===== config.mk =====
export PLATFORM = sky130hd
export DESIGN_NAME = shift_seq_ctrl_flat
export DESIGN_NICKNAME = d
export VERILOG_FILES = /design/src/rtl/shift_seq_ctrl_if.sv /design/src/rtl/shift_seq_ctrl.sv /design/src/flat_wrapper.sv
export SDC_FILE = /design/constraint.sdc
export NUM_CORES = 1
export LEC_CHECK = 0
export CAP_MARGIN = 20
export CORE_ASPECT_RATIO = 0.75
export CORE_MARGIN = 1
export CORE_UTILIZATION = 30
export DETAILED_ROUTE_END_ITERATION = 16
export SETUP_SLACK_MARGIN = 0.15
export SLEW_MARGIN = 40
export SYNTH_ARGS = -nofsm -noshare
export SYNTH_HDL_FRONTEND = slang
export SYNTH_SLANG_ARGS = --single-unit

===== constraint.sdc =====
create_clock -name clk -period 4.3 [get_ports clk]
set_input_delay 1.075 -clock clk [delete_from_list [all_inputs] [get_ports clk]]
set_output_delay 1.075 -clock clk [all_outputs]
set_load 0.01 [all_outputs]

===== src/rtl/shift_seq_ctrl_if.sv =====
// Start/operand/result bundle for the sign-magnitude shift sequencer.
// The master drives the operands; the slave (sequencer) returns busy/done/result.
interface shift_seq_ctrl_if #(
  parameter int unsigned N = 8
) ();
  logic         in_start;
  logic [N-1:0] in_a;
  logic [N-1:0] in_b;
  logic         o_busy;
  logic         o_done;
  logic [N-1:0] o_out;
  logic         o_ERR;
  logic         o_ovf;

  modport master (
    output in_start, in_a, in_b,
    input  o_busy, o_done, o_out, o_ERR, o_ovf
  );

  modport slave (
    input  in_start, in_a, in_b,
    output o_busy, o_done, o_out, o_ERR, o_ovf
  );
endinterface


===== src/rtl/shift_seq_ctrl.sv =====
// Multi-cycle sign-magnitude left shifter: one magnitude bit per cycle, exact overflow tracking.
// Optional macro SHIFT_CTRL_SAT_EN saturates the magnitude to all ones on overflow.
module shift_seq_ctrl #(
  parameter int unsigned N = 8
) (
  input  logic              clk,
  input  logic              rst,
  shift_seq_ctrl_if.slave   bus
);

  localparam int unsigned MW = N - 1;

  typedef enum logic [1:0] {
    IDLE  = 2'd0,
    SHIFT = 2'd1,
    DONE  = 2'd2
  } state_e;

  state_e        state_q, state_d;
  logic          sign_q, sign_d;
  logic [MW-1:0] mag_q, mag_d;
  logic [MW-1:0] cnt_q, cnt_d;
  logic          ovf_acc_q, ovf_acc_d;
  logic          err_q, err_d;
  logic          busy_q, busy_d;
  logic          done_q, done_d;
  logic [N-1:0]  out_q, out_d;
  logic          out_err_q, out_err_d;
  logic          out_ovf_q, out_ovf_d;

  // Result outputs are loaded on the edge entering DONE so they are valid alongside o_done.
  always_comb begin
    state_d   = state_q;
    sign_d    = sign_q;
    mag_d     = mag_q;
    cnt_d     = cnt_q;
    ovf_acc_d = ovf_acc_q;
    err_d     = err_q;
    done_d    = 1'b0;
    out_d     = out_q;
    out_err_d = out_err_q;
    out_ovf_d = out_ovf_q;

    case (state_q)
      IDLE: begin
        if (bus.in_start) begin
          sign_d    = bus.in_a[N-1];
          mag_d     = bus.in_a[MW-1:0];
          cnt_d     = bus.in_b[MW-1:0];
          ovf_acc_d = 1'b0;
          if (bus.in_b[N-1]) begin
            err_d     = 1'b1;
            state_d   = DONE;
            done_d    = 1'b1;
            out_d     = '0;
            out_err_d = 1'b1;
            out_ovf_d = 1'b0;
          end else begin
            err_d   = 1'b0;
            state_d = SHIFT;
          end
        end
      end

      SHIFT: begin
        // A zero magnitude can never overflow further, so stop early.
        if ((cnt_q == '0) || (mag_q == '0)) begin
          state_d   = DONE;
          done_d    = 1'b1;
          out_err_d = err_q;
          out_ovf_d = ovf_acc_q & ~err_q;
`ifdef SHIFT_CTRL_SAT_EN
          out_d     = (ovf_acc_q && !err_q) ? {sign_q, {MW{1'b1}}} : {sign_q, mag_q};
`else
          out_d     = {sign_q, mag_q};
`endif
        end else begin
          ovf_acc_d = ovf_acc_q | mag_q[MW-1];
          mag_d     = {mag_q[MW-2:0], 1'b0};
          cnt_d     = cnt_q - MW'(1);
        end
      end

      DONE: begin
        state_d = IDLE;
      end

      default: begin
        state_d = IDLE;
      end
    endcase

    busy_d = (state_d != IDLE);
  end

  always_ff @(posedge clk) begin
    if (rst) begin
      state_q   <= IDLE;
      sign_q    <= 1'b0;
      mag_q     <= '0;
      cnt_q     <= '0;
      ovf_acc_q <= 1'b0;
      err_q     <= 1'b0;
      busy_q    <= 1'b0;
      done_q    <= 1'b0;
      out_q     <= '0;
      out_err_q <= 1'b0;
      out_ovf_q <= 1'b0;
    end else begin
      state_q   <= state_d;
      sign_q    <= sign_d;
      mag_q     <= mag_d;
      cnt_q     <= cnt_d;
      ovf_acc_q <= ovf_acc_d;
      err_q     <= err_d;
      busy_q    <= busy_d;
      done_q    <= done_d;
      out_q     <= out_d;
      out_err_q <= out_err_d;
      out_ovf_q <= out_ovf_d;
    end
  end

  assign bus.o_busy = busy_q;
  assign bus.o_done = done_q;
  assign bus.o_out  = out_q;
  assign bus.o_ERR  = out_err_q;
  assign bus.o_ovf  = out_ovf_q;

endmodule


===== src/flat_wrapper.sv =====
// flat-port wrapper written by rule: the top's interface ports become plain ports
module shift_seq_ctrl_flat 
#(
  parameter int unsigned N = 8
)
  (clk, rst, bus_in_start, bus_in_a, bus_in_b, bus_o_busy, bus_o_done, bus_o_out, bus_o_ERR, bus_o_ovf);
  shift_seq_ctrl_if #(.N(N)) bus_i ();
  input  logic clk;
  input  logic rst;
  input wire logic [$bits(bus_i.in_start)-1:0] bus_in_start;
  input wire logic [$bits(bus_i.in_a)-1:0] bus_in_a;
  input wire logic [$bits(bus_i.in_b)-1:0] bus_in_b;
  output wire logic [$bits(bus_i.o_busy)-1:0] bus_o_busy;
  output wire logic [$bits(bus_i.o_done)-1:0] bus_o_done;
  output wire logic [$bits(bus_i.o_out)-1:0] bus_o_out;
  output wire logic [$bits(bus_i.o_ERR)-1:0] bus_o_ERR;
  output wire logic [$bits(bus_i.o_ovf)-1:0] bus_o_ovf;
  assign bus_i.in_start = bus_in_start;
  assign bus_i.in_a = bus_in_a;
  assign bus_i.in_b = bus_in_b;
  assign bus_o_busy = bus_i.o_busy;
  assign bus_o_done = bus_i.o_done;
  assign bus_o_out = bus_i.o_out;
  assign bus_o_ERR = bus_i.o_ERR;
  assign bus_o_ovf = bus_i.o_ovf;
  shift_seq_ctrl #(.N(N)) u_core (.clk(clk), .rst(rst), .bus(bus_i));
endmodule

### Yosys cells after proc, flatten, opt, wreduce, memory -nomap -nowiden

Cells that the tools add are included.
W data, S select, Z words.

| word-level totals | value |
|---|---|
| input port bits | 19 |
| flip-flop bits (word level) | 31 |
| word-level logic and storage cells | 58 |

| cells by class | value |
|---|---|
| mux-type cells | 29 |
| eq/ne operators | 5 |
| bitwise logic cells | 3 |
| reduce and logical (&&, ||, !) cells | 9 |
| add/sub/neg operators | 1 |

Operators with widths:

| cell | count |
|---|---|
| $mux W7 | 4 |
| $pmux W7 S2 | 2 |
| $mux W8 | 3 |
| $pmux W8 S2 | 1 |
| $logic_not A7 Y1 | 2 |
| $mux W1 | 11 |
| $pmux W1 S2 | 4 |
| $sub A7 B1 Y7 const B | 1 |
| $mux W2 | 3 |
| $ne A2 B2 Y1 const B | 3 |
| $pmux W2 S2 | 1 |
| $reduce_and A4 Y1 | 1 |
| $reduce_bool A2 Y1 | 2 |
| $reduce_and A3 Y1 | 1 |
| $eq A2 B1 Y1 const B | 1 |
| $logic_not A2 Y1 | 1 |
| $ne A2 B1 Y1 const B | 1 |
| $reduce_and A2 Y1 | 1 |
| $and A1 B1 Y1 | 1 |
| $logic_or A1 B1 Y1 | 1 |
| $not A1 Y1 | 1 |
| $or A1 B1 Y1 | 1 |

### Depth between registers and ports, before layout

Gate-level depths: netlist of run 1.

| logic depth | value |
|---|---|
| depth in word-level cells | 5 |
| depth in mapped cells | 7 |
| mapped depth without buffers | 6 |

### Worst setup path before layout of run 1

Ideal clock, no wire load.

| timing | value |
|---|---|
| kind | input to register |
| from | in bus_in_start |
| to | reg u_core.mag_q[5] |
| cell stages on the path | 6 |
| arrival | 1959 ps |
| setup slack | 2222 ps |
| cells stage by stage | or3b_1 buf_2 buf_2 nor2_1 nor2_1 o221a_1 |

| between the ends | value |
|---|---|
| word-level cells in the longest chain between the ends | 2 |

Ends and longest elaborated chain:

| element | line | RTL |
|---|---|---|
| from (decl) | flat_wrapper.sv:10 | `input wire logic [$bits(bus_i.in_start)-1:0] bus_in_start;` |
| $ne A2 B2 Y1 (no line) | n/a |  |
| $reduce_and A3 Y1 (no line) | n/a |  |
| to (signal assigned) | shift_seq_ctrl.sv:112 | `mag_q <= mag_d;` |
| to (decl) | shift_seq_ctrl.sv:21 | `logic [MW-1:0] mag_q, mag_d;` |

No other way between the ends.
A chain may end at the register's enable or synchronous reset.

### Final worst setup path of run 1

| timing | value |
|---|---|
| from | in bus_in_start |
| to | reg u_core.cnt_q[6] |

| between the ends | value |
|---|---|
| word-level cells in the longest chain between the ends | 2 |

Ends and longest elaborated chain:

| element | line | RTL |
|---|---|---|
| $ne A2 B2 Y1 (no line) | n/a |  |
| $reduce_and A3 Y1 (no line) | n/a |  |
| to (signal assigned) | shift_seq_ctrl.sv:113 | `cnt_q <= cnt_d;` |
| to (decl) | shift_seq_ctrl.sv:22 | `logic [MW-1:0] cnt_q, cnt_d;` |

No other way between the ends.

==> results.yml, run 1 <==
timing:
  grt_setup_unrepaired: "no"
  relSlewSlack: 0.494
  worst_hold_margin_ns: 0.466
  least_margin_pin_slew_ns: 0.760
  max_freq_mhz: 395
  timing.setup.tns_ns: 0
  timing.final.setup_violations: 0
  timing.final.hold_violations: 0
  period_needed_ns: 2.53
  final.setup_skew_ns: 0.00720
  finalCritPeriodShare: 0.589
  finalMaxSlewViolations: 0
finish:
  area_grow_syn2layout_pct: 27.5
  antenna_diode_count: 0
  fin_nets: 215
  drive_above_1_share: 0.103
  fin_util: 0.411
  num-fill-cells: 439
  final_area_mm2: 0.00189
power_and_ir_drop:
  totalPowerFinal_mw: 0.755
  power-per-cell-area_mw_per_mm2: 399
  power.static_leakage_nw: 0.643
  irDropWorstVdd_v: 0.000162
critical_path:
  arrival_ns: 2.68
  start_kind: "input pin"
  worst_r2r_endpoint: "u_core.cnt_q[1]$_SDFFE_PP0P_"
  worstSetupStartpoint: "bus_in_start"
  setup.reg_to_reg.worst_slack_ns: 2.17
  crit_path_max_fanout: 17
  worstReg2RegStart: "u_core.state_q[1]$_SDFF_PP0_"
  path_class: "in2reg"
  timing.reg2reg.worst_path_depth: 4
  critPathCapture: "u_core.cnt_q[6]$_SDFFE_PP0P_"
  critPathCaptureType: "register"
  critPathRequiredTime_ns: 4.45
drt:
  drc_errors: 0
  initialDrtViolationCount: 103
  ant_nets: 0
  detail_route.wl_per_cell_um: 14.8
  detail_route.wirelength_um: 3710
  via_count: 1393
  avgViaCountPerCell: 5.55
  drtPass1Iterations: 4
yosys:
  synth.cell_area_mm2: 0.00148
  syn-mean-instance-area_um2: 8.89
  mappedNetlistNets: 188
  async_flop_share: 0
  yosys_warnings: 0
  yosys_register_bits: 31
  ys.flop_type: "sky130_fd_sc_hd__dfxtp_1"
  synth_sequential_area_ratio: 0.418
  netlist-cell-type-count: 41
  synth-edff-count: 0
  netlist_instances: 167
clocking:
  cts_repair_resize_count: 0
  clkLatencyLatePin_ns: 0.28
  cts_buffers: 5
  tritoncts_num_sinks: 31
  tritoncts_clock_tree: "yes"
  clock_tree.root_cell: "sky130_fd_sc_hd__clkbuf_8"
  clkTransAtPathRegs_ns: 0.07
  clock_tree.buffer_depth: 2
  cts.hold.buffers_added: 0
  post_cts.repair.setup_buffers: 0
  clock_tree.htree_level_count: 2
placed_design:
  portBuffers: 30
  gp_congestion: 0.739
  place_hpwl_um: 2510
  place_area_mm2: 0.00180
grt:
  met1_usage: 0.220
  grt_antenna_before_repair: 0
  globalRouteOverflowTotal: 0
  first_global_vias: 1274
  gr-max-usage-layer: "met1"
  grt_start_max_net_pins: 32
  met2_resource_use_gr: 0.205
  all_layer_global_routing_usage: 0.151
  grt_first_pass_wirelength_um: 6210
  grt_util_met3: 0.0423
floorplan:
  area_of_the_die_mm2: 0.00523
  die_h_um: 62.9
  effective_utilization_at_floorplan: 0.323
  io-pin-count: 31
  dieWidth_um: 83.2
  core_area_mm2: 0.00460
  row_count: 21
worst_hold_path:
  hp-class: "reg2reg"
outcome:
  status: "finished, final reports clean"
run:
  drv.max_cap_violation_count: 0
power by group:
group,leakage (nW),switching [mW],internal [mW]
clock,0.0470,0.108,0.125
sequential,0.254,0.0291,0.311
combinational,0.342,0.107,0.0753
total,0.643,0.243,0.512
cell usage after synthesis, types with 2 or more instances:
cell type,n,area (µm²)
sky130_fd_sc_hd__ha_1,2,25.0
sky130_fd_sc_hd__or3_1,3,18.8
sky130_fd_sc_hd__a21oi_1,19,95.1
sky130_fd_sc_hd__a211oi_1,3,22.5
sky130_fd_sc_hd__dfxtp_1,31,621
sky130_fd_sc_hd__nand3_1,11,55.1
sky130_fd_sc_hd__nand2_1,9,33.8
sky130_fd_sc_hd__nand2b_1,2,12.5
sky130_fd_sc_hd__a221oi_2,2,30.0
sky130_fd_sc_hd__clkbuf_1,6,22.5
sky130_fd_sc_hd__nor2_1,18,67.6
sky130_fd_sc_hd__buf_2,4,20.0
sky130_fd_sc_hd__o211ai_1,12,90.1
sky130_fd_sc_hd__o221a_1,6,67.6
sky130_fd_sc_hd__inv_1,3,11.3
sky130_fd_sc_hd__a31oi_1,4,25.0
sky130_fd_sc_hd__a22oi_1,2,15.0
sky130_fd_sc_hd__nor3_2,2,20.0
sky130_fd_sc_hd__nand4_1,2,12.5
sky130_fd_sc_hd__nor3_1,5,25.0
cell usage in the layout (no fill, tap or decap), types with 2 or more instances in the layout:
cell type,netlist,final
sky130_fd_sc_hd__dfxtp_1,31,31
sky130_fd_sc_hd__clkdlybuf4s50_1,0,29
sky130_fd_sc_hd__a21oi_1,19,19
sky130_fd_sc_hd__nor2_1,18,18
sky130_fd_sc_hd__o211ai_1,12,12
sky130_fd_sc_hd__nand3_1,11,11
sky130_fd_sc_hd__nand2_1,9,9
sky130_fd_sc_hd__o221a_1,6,6
sky130_fd_sc_hd__clkbuf_8,0,6
sky130_fd_sc_hd__nor3_1,5,5
sky130_fd_sc_hd__a31oi_1,4,4
sky130_fd_sc_hd__inv_1,3,3
sky130_fd_sc_hd__or3_1,3,3
sky130_fd_sc_hd__a211oi_1,3,3
sky130_fd_sc_hd__nor3_2,2,2
sky130_fd_sc_hd__nand2b_1,2,2
sky130_fd_sc_hd__a221oi_2,2,2
sky130_fd_sc_hd__a22oi_1,2,2
sky130_fd_sc_hd__nand4_1,2,2
sky130_fd_sc_hd__ha_1,2,2
metrics by stage:
stage	instances	worst slack, ns
finish	251	1.77
global route	251	1.69
CTS	250	1.76
detailed placement	243	1.46
global placement	243	1.47
floorplan	167	2.22
state kept, by name (all words and copies together) (netlist names):
register	count
u_core.bus.o_out	8
u_core.cnt_q	7
u_core.mag_q	7
u_core.state_q	2
u_core.bus.o_ERR	1
u_core.bus.o_busy	1
u_core.bus.o_done	1
u_core.bus.o_ovf	1
u_core.err_q	1
u_core.ovf_acc_q	1
u_core.sign_q	1
critical path, cell delays in order:
cell                              delay, ns
sky130_fd_sc_hd__clkdlybuf4s50_1       0.53
sky130_fd_sc_hd__or3b_1                0.65
sky130_fd_sc_hd__nand4_1               0.19
sky130_fd_sc_hd__and3_1                0.16
sky130_fd_sc_hd__a31oi_1               0.07
logic make-up after synthesis:
family | count (synthesis) | synth area share
buffers and inverters | 15 | 0.0489
AO/OA/AOI/OAI | 55 | 0.277
flip-flops | 31 | 0.418
AND/OR/NAND/NOR | 64 | 0.239
adder cells (fa/ha/maj) | 2 | 0.0169
worst min path at each step:
stage                                     from                         end  slack [ns]  depth (start not counted)
floorplan           u_core.sign_q$_SDFFE_PP0P_  u_core.sign_q$_SDFFE_PP0P_        0.44                          2
global placement    u_core.sign_q$_SDFFE_PP0P_  u_core.sign_q$_SDFFE_PP0P_        0.45                          2
detailed placement  u_core.sign_q$_SDFFE_PP0P_  u_core.sign_q$_SDFFE_PP0P_        0.45                          2
CTS                 u_core.sign_q$_SDFFE_PP0P_  u_core.sign_q$_SDFFE_PP0P_        0.46                          2
global route        u_core.sign_q$_SDFFE_PP0P_  u_core.sign_q$_SDFFE_PP0P_        0.49                          2
finish              u_core.sign_q$_SDFFE_PP0P_  u_core.sign_q$_SDFFE_PP0P_        0.47                          2
area by class of cell:
| class | instances | area [µm²] | share of cell area |
|---|---|---|---|
| timing repair buffer | 32 | 308 | 0.163 |
| clock inverter | 1 | 5.00 | 0.00265 |
| tap | 57 | 71.3 | 0.0377 |
| multi-input combinational | 121 | 793 | 0.419 |
| inverter | 3 | 11.3 | 0.00595 |
| clock buffer | 6 | 82.6 | 0.0437 |
| sequential | 31 | 621 | 0.328 |
per-layer routing:
metal / share of wire / up-vias
met3: 0.067 / 5
met4: 0.012 / 0
met5: 0 / -
met1: 0.53 / 660
met2: 0.39 / 47
li1: - / 681
Power figures use the tool's default switching activity.
==> run 2, diff against run 1 <==
clock period = 2.2 ns   (was 4.3 ns; I/O delays follow)
==> results.yml, run 2 (synthesis gave the netlist of run 1 again) <==
outcome:
  status: "finished, final reports clean"
grt:
  first_global_vias: 1324
  met2_resource_use_gr: 0.217
  gr-max-usage-layer: "met1"
  grt_antenna_before_repair: 0
  grt_start_max_net_pins: 32
  globalRouteOverflowTotal: 0
  met1_usage: 0.226
  grt_first_pass_wirelength_um: 6510
  all_layer_global_routing_usage: 0.155
  grt_util_met3: 0.0423
clocking:
  cts_buffers: 5
  post_cts.repair.setup_buffers: 0
  clkTransAtPathRegs_ns: 0.06
  tritoncts_clock_tree: "yes"
  cts.hold.buffers_added: 0
  tritoncts_num_sinks: 31
  clock_tree.htree_level_count: 2
  cts_repair_resize_count: 0
  clock_tree.buffer_depth: 2
  clkLatencyLatePin_ns: 0.28
  clock_tree.root_cell: "sky130_fd_sc_hd__clkbuf_8"
critical_path:
  worstReg2RegStart: "u_core.cnt_q[0]$_SDFFE_PP0P_"
  critPathRequiredTime_ns: 2.41
  worst_path_max_delay_cell: "sky130_fd_sc_hd__a221o_2"
  crit_path_max_fanout: 12
  max_stage_delay_ns: 0.49
  start_kind: "register"
  arrival_ns: 2.13
  critical_path_buf_inv_count: 1
  crit_path_cell_trace: "inv_1, ha_1, nor3b_2, a221o_2, or3_1, a31oi_1"
  timing.reg2reg.worst_path_depth: 6
  setup.reg_to_reg.worst_slack_ns: 0.28
  worstSetupStartpoint: "u_core.cnt_q[0]$_SDFFE_PP0P_"
  worst_r2r_endpoint: "u_core.cnt_q[4]$_SDFFE_PP0P_"
  path_class: "reg2reg"
  critPathCaptureType: "register"
  crit_family: "compound AO/OA/AOI/OAI gates"
power_and_ir_drop:
  int_power_mw: 0.997
  clock_power_share: 0.291
  sequentialPowerShare: 0.452
  share_comb_of_total_power: 0.257
  swShare: 0.318
  power_switching_mw: 0.465
  power-per-cell-area_mw_per_mm2: 750
  irDropWorstVdd_v: 0.000342
  power.static_leakage_nw: 0.677
finish:
  antenna_diode_count: 0
  number_of_flip_flops_in_the_largest_register: 8
  fin_util: 0.424
  layout_commonest_cell: "sky130_fd_sc_hd__dfxtp_1"
  area_grow_syn2layout_pct: 31.3
  drive_above_1_share: 0.123
  layout_common_cells: "sky130_fd_sc_hd__dfxtp_1 (31), sky130_fd_sc_hd__clkdlybuf4s50_1 (30), sky130_fd_sc_hd__a21oi_1 (19), sky130_fd_sc_hd__nor2_1 (18), sky130_fd_sc_hd__o211ai_1 (12)"
  fin_nets: 223
run:
  drv.max_cap_violation_count: 0
timing:
  grt_setup_unrepaired: "no"
  finalCritPeriodShare: 0.873
  timing.final.hold_violations: 0
  least_margin_pin_slew_ns: 0.451
  postLayoutSetupSlackWorst_ns: 0.278
  timing.setup.tns_ns: 0
  period_needed_ns: 1.92
  worst_hold_margin_ns: 0.463
  finalMaxSlewViolations: 0
  max_freq_mhz: 520
  relSlewSlack: 0.700
  timing.final.setup_violations: 0
  final.setup_skew_ns: 0.00265
drt:
  drtPass1Iterations: 4
  drc_errors: 0
  detail_route.wl_per_cell_um: 13.8
  via_count: 1374
  avgViaCountPerCell: 5.28
  initialDrtViolationCount: 93
  detail_route.wirelength_um: 3600
  ant_nets: 0
floorplan:
  io-pin-count: 31
  core_area_mm2: 0.00460
  die_h_um: 62.9
  area_of_the_die_mm2: 0.00523
  effective_utilization_at_floorplan: 0.323
  row_count: 21
  dieWidth_um: 83.2
worst_hold_path:
  hp-class: "reg2reg"
  holdPathStages: 2
  whs_endpoint: "u_core.sign_q$_SDFFE_PP0P_"
  worstHoldStart: "u_core.sign_q$_SDFFE_PP0P_"
placed_design:
  place_hpwl_um: 2570
  place_worst_setup_slack_ns: 0.0910
  gp_congestion: 0.777
  portBuffers: 30
## run 2: metal layers
layer  share of wire  wire [µm]
met4           0.010         36
met5               0          0
met1            0.53       1900
met3           0.054        196
met2            0.41       1470
## run 2: power groups by stage
stage / Combinational [mW] / Clock (mW) / Sequential, mW
floorplan: 0.254 / 0 / 0.662
global route: 0.417 / 0.474 / 0.669
global placement: 0.370 / 0 / 0.673
detailed placement: 0.370 / 0 / 0.673
CTS: 0.372 / 0.439 / 0.661
finish: 0.376 / 0.425 / 0.661
## run 2: worst max path at each step
stage | end | depth (start not counted)
finish | u_core.cnt_q[4]$_SDFFE_PP0P_ | 6
global route | u_core.cnt_q[4]$_SDFFE_PP0P_ | 6
CTS | u_core.bus.o_out[2]$_SDFFE_PP0P_ | 6
detailed placement | u_core.mag_q[2]$_SDFFE_PP0P_ | 6
global placement | u_core.mag_q[5]$_SDFFE_PP0P_ | 6
floorplan | u_core.cnt_q[4]$_SDFFE_PP0P_ | 6
## run 2: layout make-up
cell class,count,area [µm²]
Clock buffer,7,76.3
Clock inverter,1,5.00
Fill cell,473,2650
Inverter,3,11.3
Multi-Input combinational cell,121,791
Sequential cell,31,621
Tap cell,57,71.3
Timing Repair Buffer,40,373
## run 2: worst min-delay path: stages (launching register included)
cell and delay, ns:
sky130_fd_sc_hd__dfxtp_1 0.31, sky130_fd_sc_hd__nand2_1 0.05, sky130_fd_sc_hd__a21oi_1 0.05
## run 2: through the flow
stage,std cells,total power [mW],cell area [µm²]
after floorplan,167,0.916,1480
after global placement,251,1.04,1860
after detailed placement,251,1.04,1860
after CTS,259,1.47,1940
after global routing,260,1.56,1950
final,260,1.46,1950
